File: src/rtl/clk_edge_monitor.sv
// Multi-channel clock period/phase checker against channel 0.
// All results are counted in master_clk cycles from a common timebase.
module clk_edge_monitor #(
  parameter int NCH         = 4,
  parameter int CW          = 16,
  parameter int TOL         = 1,
  parameter int SYNC_STAGES = 2
) (
  input  logic              master_clk,
  input  logic              rst_n,
  input  logic              start,
  input  logic [NCH-1:0]    mon_in,
  output logic              busy,
  output logic              valid,
  output logic              timeout,
  output logic [NCH*CW-1:0] period,
  output logic [NCH*CW-1:0] phase_off,
  output logic [NCH-1:0]    freq_match,
  output logic [NCH-1:0]    phase_match
);

  typedef enum logic [1:0] {
    S_IDLE, S_MEAS, S_CMP, S_RES
  } state_t;

  localparam logic [1:0] C_W1   = 2'd0;
  localparam logic [1:0] C_W2   = 2'd1;
  localparam logic [1:0] C_DONE = 2'd2;
  localparam logic [CW:0] TOL_W = (CW+1)'(TOL);

  state_t state_q, state_d;

  logic [SYNC_STAGES-1:0][NCH-1:0] sync_q;
  logic [NCH-1:0]          hist_q, rise;
  logic [NCH-1:0]          ok, done_d;
  logic [NCH-1:0][1:0]     ch_q, ch_d;
  logic [CW-1:0]           tbase_q;
  logic [NCH-1:0][CW-1:0]  t1_q, t2_q;
  logic [NCH-1:0][CW-1:0]  per_c, ph_c, per_q, ph_q;
  logic [NCH-1:0][CW:0]    fdiff, pdiff, fmag, pmag;
  logic [NCH-1:0]          fm_c, pm_c, fm_q, pm_q;
  logic                    timeout_q, accept, tb_max;

  assign accept = (state_q == S_IDLE) && start;
  assign tb_max = &tbase_q;
  assign rise   = sync_q[SYNC_STAGES-1] & ~hist_q;

  always_ff @(posedge master_clk or negedge rst_n) begin
    if (!rst_n) begin
      sync_q <= '0;
      hist_q <= '0;
    end else begin
      sync_q[0] <= mon_in;
      for (int s = 1; s < SYNC_STAGES; s++)
        sync_q[s] <= sync_q[s-1];
      hist_q <= sync_q[SYNC_STAGES-1];
    end
  end

  always_ff @(posedge master_clk or negedge rst_n) begin
    if (!rst_n)
      state_q <= S_IDLE;
    else
      state_q <= state_d;
  end

  always_comb begin
    state_d = state_q;
    unique case (state_q)
      S_IDLE: if (start) state_d = S_MEAS;
      S_MEAS: if (&done_d || tb_max) state_d = S_CMP;
      S_CMP:  state_d = S_RES;
      S_RES:  state_d = S_IDLE;
      default: state_d = S_IDLE;
    endcase
  end

  always_comb begin
    busy  = (state_q != S_IDLE);
    valid = (state_q == S_RES);
  end

  // Per-channel edge capture: W1 -> W2 -> DONE on detected rises
  always_comb begin
    ch_d = ch_q;
    for (int i = 0; i < NCH; i++) begin
      if (accept)
        ch_d[i] = C_W1;
      else if (state_q == S_MEAS && rise[i]) begin
        case (ch_q[i])
          C_W1:    ch_d[i] = C_W2;
          C_W2:    ch_d[i] = C_DONE;
          default: ch_d[i] = ch_q[i];
        endcase
      end
      done_d[i] = (ch_d[i] == C_DONE);
    end
  end

  always_ff @(posedge master_clk or negedge rst_n) begin
    if (!rst_n) begin
      ch_q    <= '0;
      tbase_q <= '0;
      t1_q    <= '0;
      t2_q    <= '0;
    end else begin
      ch_q <= ch_d;
      if (accept)
        tbase_q <= '0;
      else if (state_q == S_MEAS && !tb_max)
        tbase_q <= tbase_q + 1'b1;
      for (int i = 0; i < NCH; i++) begin
        if (state_q == S_MEAS && rise[i]) begin
          if (ch_q[i] == C_W1) t1_q[i] <= tbase_q;
          if (ch_q[i] == C_W2) t2_q[i] <= tbase_q;
        end
      end
    end
  end

  // Differences are taken one bit wider so wrap never fakes a match
  always_comb begin
    for (int i = 0; i < NCH; i++) begin
      ok[i]    = (ch_q[i] == C_DONE);
      per_c[i] = ok[i] ? (t2_q[i] - t1_q[i]) : '0;
    end
    for (int i = 0; i < NCH; i++) begin
      fdiff[i] = {1'b0, per_c[i]} - {1'b0, per_c[0]};
      pdiff[i] = {1'b0, t1_q[i]} - {1'b0, t1_q[0]};
      fmag[i]  = fdiff[i][CW] ? -fdiff[i] : fdiff[i];
      pmag[i]  = pdiff[i][CW] ? -pdiff[i] : pdiff[i];
      ph_c[i]  = (ok[i] && ok[0]) ? pdiff[i][CW-1:0] : '0;
      fm_c[i]  = ok[i] && ok[0] && (fmag[i] <= TOL_W);
      pm_c[i]  = ok[i] && ok[0] && (pmag[i] <= TOL_W);
    end
  end

  always_ff @(posedge master_clk or negedge rst_n) begin
    if (!rst_n) begin
      per_q     <= '0;
      ph_q      <= '0;
      fm_q      <= '0;
      pm_q      <= '0;
      timeout_q <= 1'b0;
    end else if (accept) begin
      timeout_q <= 1'b0;
    end else if (state_q == S_CMP) begin
      per_q     <= per_c;
      ph_q      <= ph_c;
      fm_q      <= fm_c;
      pm_q      <= pm_c;
      timeout_q <= ~&ok;
    end
  end

  assign period      = per_q;
  assign phase_off   = ph_q;
  assign freq_match  = fm_q;
  assign phase_match = pm_q;
  assign timeout     = timeout_q;

endmodule
File: config.mk
export PLATFORM = sky130hd
export DESIGN_NAME = clk_edge_monitor
export DESIGN_NICKNAME = d
export VERILOG_FILES = /design/src/rtl/clk_edge_monitor.sv
export SDC_FILE = /design/constraint.sdc
export NUM_CORES = 1
export LEC_CHECK = 0
export ABC_AREA = 1
export BUFFER_PORTS_ARGS = -buffer_cell sky130_fd_sc_hd__buf_4
export CAP_MARGIN = 40
export CELL_PAD_IN_SITES_DETAIL_PLACEMENT = 1
export CELL_PAD_IN_SITES_GLOBAL_PLACEMENT = 2
export CORE_MARGIN = 8
export CORE_UTILIZATION = 38
export CTS_CLUSTER_SIZE = 10
export DETAILED_ROUTE_END_ITERATION = 7
export GPL_ROUTABILITY_DRIVEN = 0
export PLACE_DENSITY = 0.94
export SYNTH_ARGS = -nofsm -noshare
export SYNTH_HDL_FRONTEND = slang
export SYNTH_SLANG_ARGS = --single-unit
export TNS_END_PERCENT = 50
File: constraint.sdc
create_clock -name master_clk -period 9.5 [get_ports master_clk]
set_input_delay 0.475 -clock master_clk [delete_from_list [all_inputs] [get_ports master_clk]]
set_output_delay 0.475 -clock master_clk [all_outputs]
set_load 0.02 [all_outputs]
**Word level (Yosys, flattened, before mapping)**

Index checks and enable logic that the tools add are counted.

- Register bits after elaboration: 303

- Add/subtract/negate cells: 21
- Order comparisons: 8
- Eq/ne operators: 17
- Muxes and demuxes: 35
- Bitwise logic cells: 3
- Reduce and logical (&&, ||, !) cells: 41

Operators by type and width:

| cell | count |
|---|---|
| $mux 16 | 10 |
| $le 17x1->1 const B | 8 |
| $mux 17 | 8 |
| $neg 17->17 | 8 |
| $sub 16x16->17 | 8 |
| $sub 16x16->16 | 4 |
| $eq 2x2->1 const B | 10 |
| $mux 2 | 10 |
| $reduce_and 2->1 | 10 |
| $logic_and 1x1->1 | 17 |
| $add 16x1->16 const B | 1 |
| $pmux 2 s2 | 4 |
| $reduce_and 16->1 | 1 |
| $eq 2x1->1 const B | 5 |
| $logic_not 2->1 | 5 |
| $pmux 2 s4 | 1 |
| $reduce_and 4->1 | 2 |
| $reduce_bool 2->1 | 3 |
| $and 4x4->4 | 1 |
| $ne 2x2->1 const B | 2 |
| $not 4->4 | 1 |
| $logic_not 1->1 | 2 |
| $mux 1 | 2 |
| $logic_or 1x1->1 | 1 |
| $not 1->1 | 1 |

**Logic depth before layout (Yosys ltp)**

- Word-level depth: 10
- Depth in mapped cells: 33
- Mapped depth without buffers: 33

**Least setup slack after synthesis**

No wires, ideal clock.

- Path type: register to register
- Start: register t1_q[48] (netlist bit)
- End: register fm_q[3], in the netlist freq_match[3]
- Arrival time: 3.498 ns
- Required time: 9.424 ns
- Setup slack: 5.926 ns
- Cell stages (with the launch flop): 33
- Period minus slack after synthesis: 3.574 ns
- Path through: dfrtp_1 -> ha_1 -> fa_1 -> inv_1 -> nand3_1 -> nand2_1 -> nand2_1 -> a31oi_1 -> inv_1 -> nor2_1 -> nor2_1 -> o21ai_1 -> nand2_1 -> nand2_1 -> nand2_1 -> nand2_1 -> nor2_1 -> ha_1 -> nand2_1 -> nor2_1 -> inv_1 -> o21a_1 -> nand2_1 -> nand2_1 -> nand2_1 -> inv_1 -> nor2_1 -> nand2_1 -> nand2_1 -> nand2_1 -> nand2_1 -> nand3_1 -> o21ai_1

RTL lines:

| element | line | RTL |
|---|---|---|
| start: declaration | 38 | `logic [NCH-1:0][CW-1:0] t1_q, t2_q;` |
| start signal: indexed assignment | 114 | `if (ch_q[i] == C_W1) t1_q[i] <= tbase_q;` |
| end signal: assignment | 150 | `fm_q <= fm_c;` |
| end: declaration | 41 | `logic [NCH-1:0] fm_c, pm_c, fm_q, pm_q;` |

**Worst setup path after layout**

- Start: register t1_q[0] (netlist bit)
- End: register fm_q[3], in the netlist freq_match[3]

- Cells in the longest elaborated chain, start to end: 7

RTL lines:

| element | line | RTL |
|---|---|---|
| $sub 16x16->16 * | 125 | `per_c[i] = ok[i] ? (t2_q[i] - t1_q[i]) : '0;` |
| $mux 16 * | 125 |  |
| $sub 16x16->17 * | 128 | `fdiff[i] = {1'b0, per_c[i]} - {1'b0, per_c[0]};` |
| $neg 17->17 | 130 | `fmag[i] = fdiff[i][CW] ? -fdiff[i] : fdiff[i];` |
| $mux 17 * | 130 |  |
| $le 17x1->1 * | 133 | `fm_c[i] = ok[i] && ok[0] && (fmag[i] <= TOL_W);` |
| $logic_and 1x1->1 * | 133 |  |

Mark *: on every way between the ends. The rest lies on a longest branch, timed or not.
A chain may end at the register's enable or synchronous reset.

==> impl_metrics.sql <==
INSERT INTO impl_metrics (metric_group, metric, value, unit) VALUES
('status', 'status', 'finished clean', ''),
('drt', 'via_density', '5.19', ''),
('global_routing', 'grt_overflow', '0', ''),
('sta', 'worst_pin_slew', '0.928', 'ns'),
('clocking', 'path_clk_slew', '0.06', 'ns'),
('floorplan', 'dieArea', '68000', 'µm²'),
('synth', 'synthDominantAreaCellType', 'sky130_fd_sc_hd__dfrtp_1', ''),
('drt', 'detailed_router_iteration_count_before_antenna_repair', '5', ''),
('critical_path', 'ff2ff_path_depth', '26', ''),
('floorplan', 'dieWidth', '261', 'µm'),
('critical_path', 'crit_path_start_kind', 'register', ''),
('global_routing', 'grt_pass1_wl', '128', 'mm'),
('critical_path', 'nature_of_the_critical_path_endpoint', 'register', ''),
('synth', 'seq_area_frac_synth', '31.4', '%'),
('drt', 'antenna_left', '0', ''),
('critical_path', 'crit_path_dat', '5.34', 'ns'),
('final_layout', 'fraction_of_final_layout_cells_sized_beyond_drive_strength_1', '8.94', '%'),
('floorplan', 'design.portCount', '146', ''),
('final_layout', 'final_net_count', '3768', ''),
('floorplan', 'dieHeight', '261', 'µm'),
('sta', 'fin_worst_skew', '0.0119', 'ns'),
('final_layout', 'filler_cell_count', '7750', ''),
('sta', 'rsz_0062_raised_after_global_routing', 'no', ''),
('drt', 'drt-total-wl', '79.6', 'mm'),
('critical_path', 'cp_dominant_cell_by_count', 'sky130_fd_sc_hd__nand2_1', ''),
('clocking', 'cts-resized-gates', '0', ''),
('floorplan', 'coreArea', '59100', 'µm²'),
('sta', 'worst_slew_margin_rel', '37.5', '%'),
('clocking', 'cts_tree', 'built', ''),
('worst_hold_path', 'min_path_cells', '1', ''),
('sta', 'timing.setup.tns', '0', 'ns'),
('critical_path', 'cp_top_family', 'simple AND/OR/NAND/NOR gates', ''),
('run', 'timing.max_cap.violations', '0', ''),
('global_routing', 'number_of_global_route_vias_before_repair', '23200', ''),
('synth', 'synth-warning-count', '0', ''),
('drt', 'vias', '22700', ''),
('synth', 'synthArstFlopShare', '100', '%'),
('critical_path', 'slowest_delay', '0.64', 'ns'),
('critical_path', 'critical_path.max_fanout', '21', ''),
('critical_path', 'cp_slowest_cell', 'sky130_fd_sc_hd__nor2_2', ''),
('sta', 'drv_slew', '0', ''),
('critical_path', 'worst-endpoint-required', '9.99', 'ns'),
('place', 'placement.io_buffers', '129', ''),
('drt', 'drcViolationCount', '0', ''),
('sta', 'final_hold_viol_count', '0', ''),
('synth', 'synth_area_leaders', 'sky130_fd_sc_hd__dfrtp_1, sky130_fd_sc_hd__nand2_1, sky130_fd_sc_hd__ha_1', ''),
('synth', 'synthDistinctLibCells', '52', ''),
('global_routing', 'globalRouteTotalUtil', '23.3', '%'),
('clocking', 'cts.sink_count', '286', ''),
('critical_path', 'cp.depth', '26', ''),
('sta', 'maxClockFrequency', '0.206', 'GHz'),
('synth', 'synth_edf_count', '0', ''),
('synth', 'synth_area_per_cell', '6.62', 'µm²'),
('floorplan', 'cell_row_count', '89', ''),
('critical_path', 'timing.setup.critical_path_class', 'register to register', ''),
('sta', 'report.final.setup_viol', '0', ''),
('synth', 'synth_top_area_share', '31.4', '%'),
('final_layout', 'area_growth_from_synthesis_to_layout', '13.3', '%'),
('sta', 'final.min_clock_period', '4.86', 'ns'),
('drt', 'routed_length_per_instance', '18.2', 'µm'),
('global_routing', 'number_of_antenna_violations_at_the_first_check_in_global_routing', '1', ''),
('worst_hold_path', 'holdCritPathClass', 'input pin to register', ''),
('sta', 'tcrit_tclk_final', '51.1', '%'),
('place', 'hpwl', '62.9', 'mm'),
('clocking', 'clock_latency_late_sink', '0.56', 'ns'),
('clocking', 'htree_num_levels', '2', ''),
('clocking', 'cts-buffers-inserted', '37', ''),
('critical_path', 'critical_path.n_buffers_inverters', '1', ''),
('global_routing', 'grt_start_max_net_pins', '94', ''),
('clocking', 'cts_root_buffer_type', 'sky130_fd_sc_hd__clkbuf_16', ''),
('drt', 'drt-initial-drc-count', '1321', ''),
('synth', 'synth_cells', '3442', ''),
('synth', 'prevailing_post_synth_register_cell', 'sky130_fd_sc_hd__dfrtp_1', ''),
('floorplan', 'floorplan.initialDensity', '38.5', '%'),
('synth', 'synthesis.area', '22800', 'µm²'),
('synth', 'ys_ff_latch', '286', ''),
('clocking', 'cts_buffer_depth', '3', '');
worst paths after layout:
| kind | end | start | slack [ns] |
|---|---|---|---|
| max in group asynchronous | period[35]$_DFFE_PN0P_ | rst_n | 6.73 |
| min | sync_q[0]$_DFF_PN0_ | mon_in[0] | 0.03 |
| min in group asynchronous | phase_match[2]$_DFFE_PN0P_ | rst_n | 0.56 |
| min reg2reg | sync_q[7]$_DFF_PN0_ | sync_q[3]$_DFF_PN0_ | 0.35 |
| max | freq_match[3]$_DFFE_PN0P_ | t1_q[0]$_DFFE_PN0P_ | 4.64 |
| max reg2reg | freq_match[3]$_DFFE_PN0P_ | t1_q[0]$_DFFE_PN0P_ | 4.64 |
worst register-to-register path, stage by stage (launching register included):
cell and delay (ns):
sky130_fd_sc_hd__dfrtp_1 0.46, sky130_fd_sc_hd__ha_1 0.26, sky130_fd_sc_hd__fa_1 0.37, sky130_fd_sc_hd__inv_1 0.10, sky130_fd_sc_hd__nand3_1 0.07, sky130_fd_sc_hd__nand2_1 0.15
sky130_fd_sc_hd__a21oi_1 0.12, sky130_fd_sc_hd__o21ai_0 0.29, sky130_fd_sc_hd__nand2_1 0.09, sky130_fd_sc_hd__nand2_1 0.11, sky130_fd_sc_hd__nand3_1 0.07, sky130_fd_sc_hd__nand2_1 0.08
sky130_fd_sc_hd__a21oi_1 0.06, sky130_fd_sc_hd__o21ai_0 0.38, sky130_fd_sc_hd__ha_1 0.42, sky130_fd_sc_hd__nand2_1 0.11, sky130_fd_sc_hd__o21a_1 0.13, sky130_fd_sc_hd__nand2_1 0.09
sky130_fd_sc_hd__nor2_2 0.64, sky130_fd_sc_hd__nand3_1 0.14, sky130_fd_sc_hd__o21ai_1 0.12, sky130_fd_sc_hd__nand2_1 0.06, sky130_fd_sc_hd__nor2_1 0.10, sky130_fd_sc_hd__nand2_1 0.07
sky130_fd_sc_hd__nor2_1 0.11, sky130_fd_sc_hd__nand2_1 0.06, sky130_fd_sc_hd__o21ai_1 0.12
flip-flops by register name (all words and copies together), names as in the netlist:
register     flops
phase_match      3
phase_off       48
t1_q            64
timeout          1
hist_q           4
ch_q             8
state_q          2
sync_q           8
freq_match       4
tbase_q         16
period          64
t2_q            64
through the flow:
step / worst slack, ns / instances / util (%) / instance area [µm²] / hold WS [ns]
after floorplan: 5.93 / 3457 / - / 22800 / 0.179
after global placement: 4.89 / 4291 / 41.4 / 24500 / 0.333
after detailed placement: 4.75 / 4302 / 41.7 / 24600 / 0.340
after CTS: 4.72 / 4362 / 43.6 / 25800 / 0.00282
after global routing: 4.24 / 4362 / 43.6 / 25800 / 0.0122
final: 4.64 / 4363 / 43.6 / 25800 / 0.0294
kinds of logic after synthesis:
logic type               share of synthesized area [%]
flip-flops                                        31.4
adder cells (fa/ha/maj)                           10.8
AO/OA/AOI/OAI                                     11.9
buffers and inverters                             9.22
XOR/XNOR                                          1.98
other                                           0.0165
AND/OR/NAND/NOR                                   34.7
layout by cell type (no fill, tap or decap), drive strengths merged, types with 2 or more instances in the layout:
cell	Yosys	routed
a211oi	7	7
a21boi	2	2
a21o	6	6
a21oi	171	171
a31o	2	2
a31oi	3	3
and2	5	5
buf	31	155
clkbuf	52	52
clkinv	1	3
conb	1	16
dfrtp	286	286
dlygate4sd3	0	3
fa	10	10
ha	180	180
inv	447	449
nand2	1222	1222
nand3	251	251
nand3b	26	26
nand4	46	46
nor2	287	287
nor3	27	27
o211a	2	2
o21a	6	6
o21ai	295	295
o21bai	8	8
o22ai	2	2
o31ai	5	5
or2	8	8
xnor2	22	22
xor2	27	27
synth_stat cells (3+ instances only):
library cell and number:
sky130_fd_sc_hd__a21oi_1 167, sky130_fd_sc_hd__clkbuf_1 51, sky130_fd_sc_hd__and2_1 5, sky130_fd_sc_hd__a21oi_2 3
sky130_fd_sc_hd__ha_1 180, sky130_fd_sc_hd__xor2_1 25, sky130_fd_sc_hd__nor2_1 262, sky130_fd_sc_hd__buf_1 4
sky130_fd_sc_hd__or2_2 7, sky130_fd_sc_hd__o31ai_1 5, sky130_fd_sc_hd__o21a_1 6, sky130_fd_sc_hd__nand2_2 36
sky130_fd_sc_hd__nor2_4 3, sky130_fd_sc_hd__nor2_2 22, sky130_fd_sc_hd__nor3_1 26, sky130_fd_sc_hd__o21ai_1 9
sky130_fd_sc_hd__inv_2 19, sky130_fd_sc_hd__o21bai_1 8, sky130_fd_sc_hd__a211oi_1 7, sky130_fd_sc_hd__buf_4 21
sky130_fd_sc_hd__nand3_2 13, sky130_fd_sc_hd__nand4_1 46, sky130_fd_sc_hd__a31oi_1 3, sky130_fd_sc_hd__buf_2 3
sky130_fd_sc_hd__nand3b_1 26, sky130_fd_sc_hd__nand2_1 1181, sky130_fd_sc_hd__fa_1 10, sky130_fd_sc_hd__nand2_4 5
sky130_fd_sc_hd__a21o_1 6, sky130_fd_sc_hd__nand3_1 238, sky130_fd_sc_hd__xnor2_1 21, sky130_fd_sc_hd__o21ai_0 285
sky130_fd_sc_hd__inv_1 428, sky130_fd_sc_hd__buf_6 3, sky130_fd_sc_hd__dfrtp_1 286
routing by layer:
metal  track usage [%]  routed length, µm
met5                 0                  0
met4              6.09               1850
met3              2.98               3400
met2              40.4              38200
met1              30.3              36100
final cells by class:
class,count,area (µm²),area share [%]
diodes,1,2.50,0.00970
repair buffers,158,1290,5.01
clock buffers,52,1060,4.13
flip-flops and latches,286,7160,27.7
clock inverters,5,57.6,0.223
inverters,448,1680,6.53
multi-input cells,2640,13600,52.6
well taps,773,967,3.75
repair_timing:
action                    CTS  global route
buffers inserted            0             0
hold buffers                3             0
hold endpoints to repair   90             0
Power is left out: the tool's default activity adds up to more than one toggle a clock period on the data nets, which glitch-free logic cannot reach.
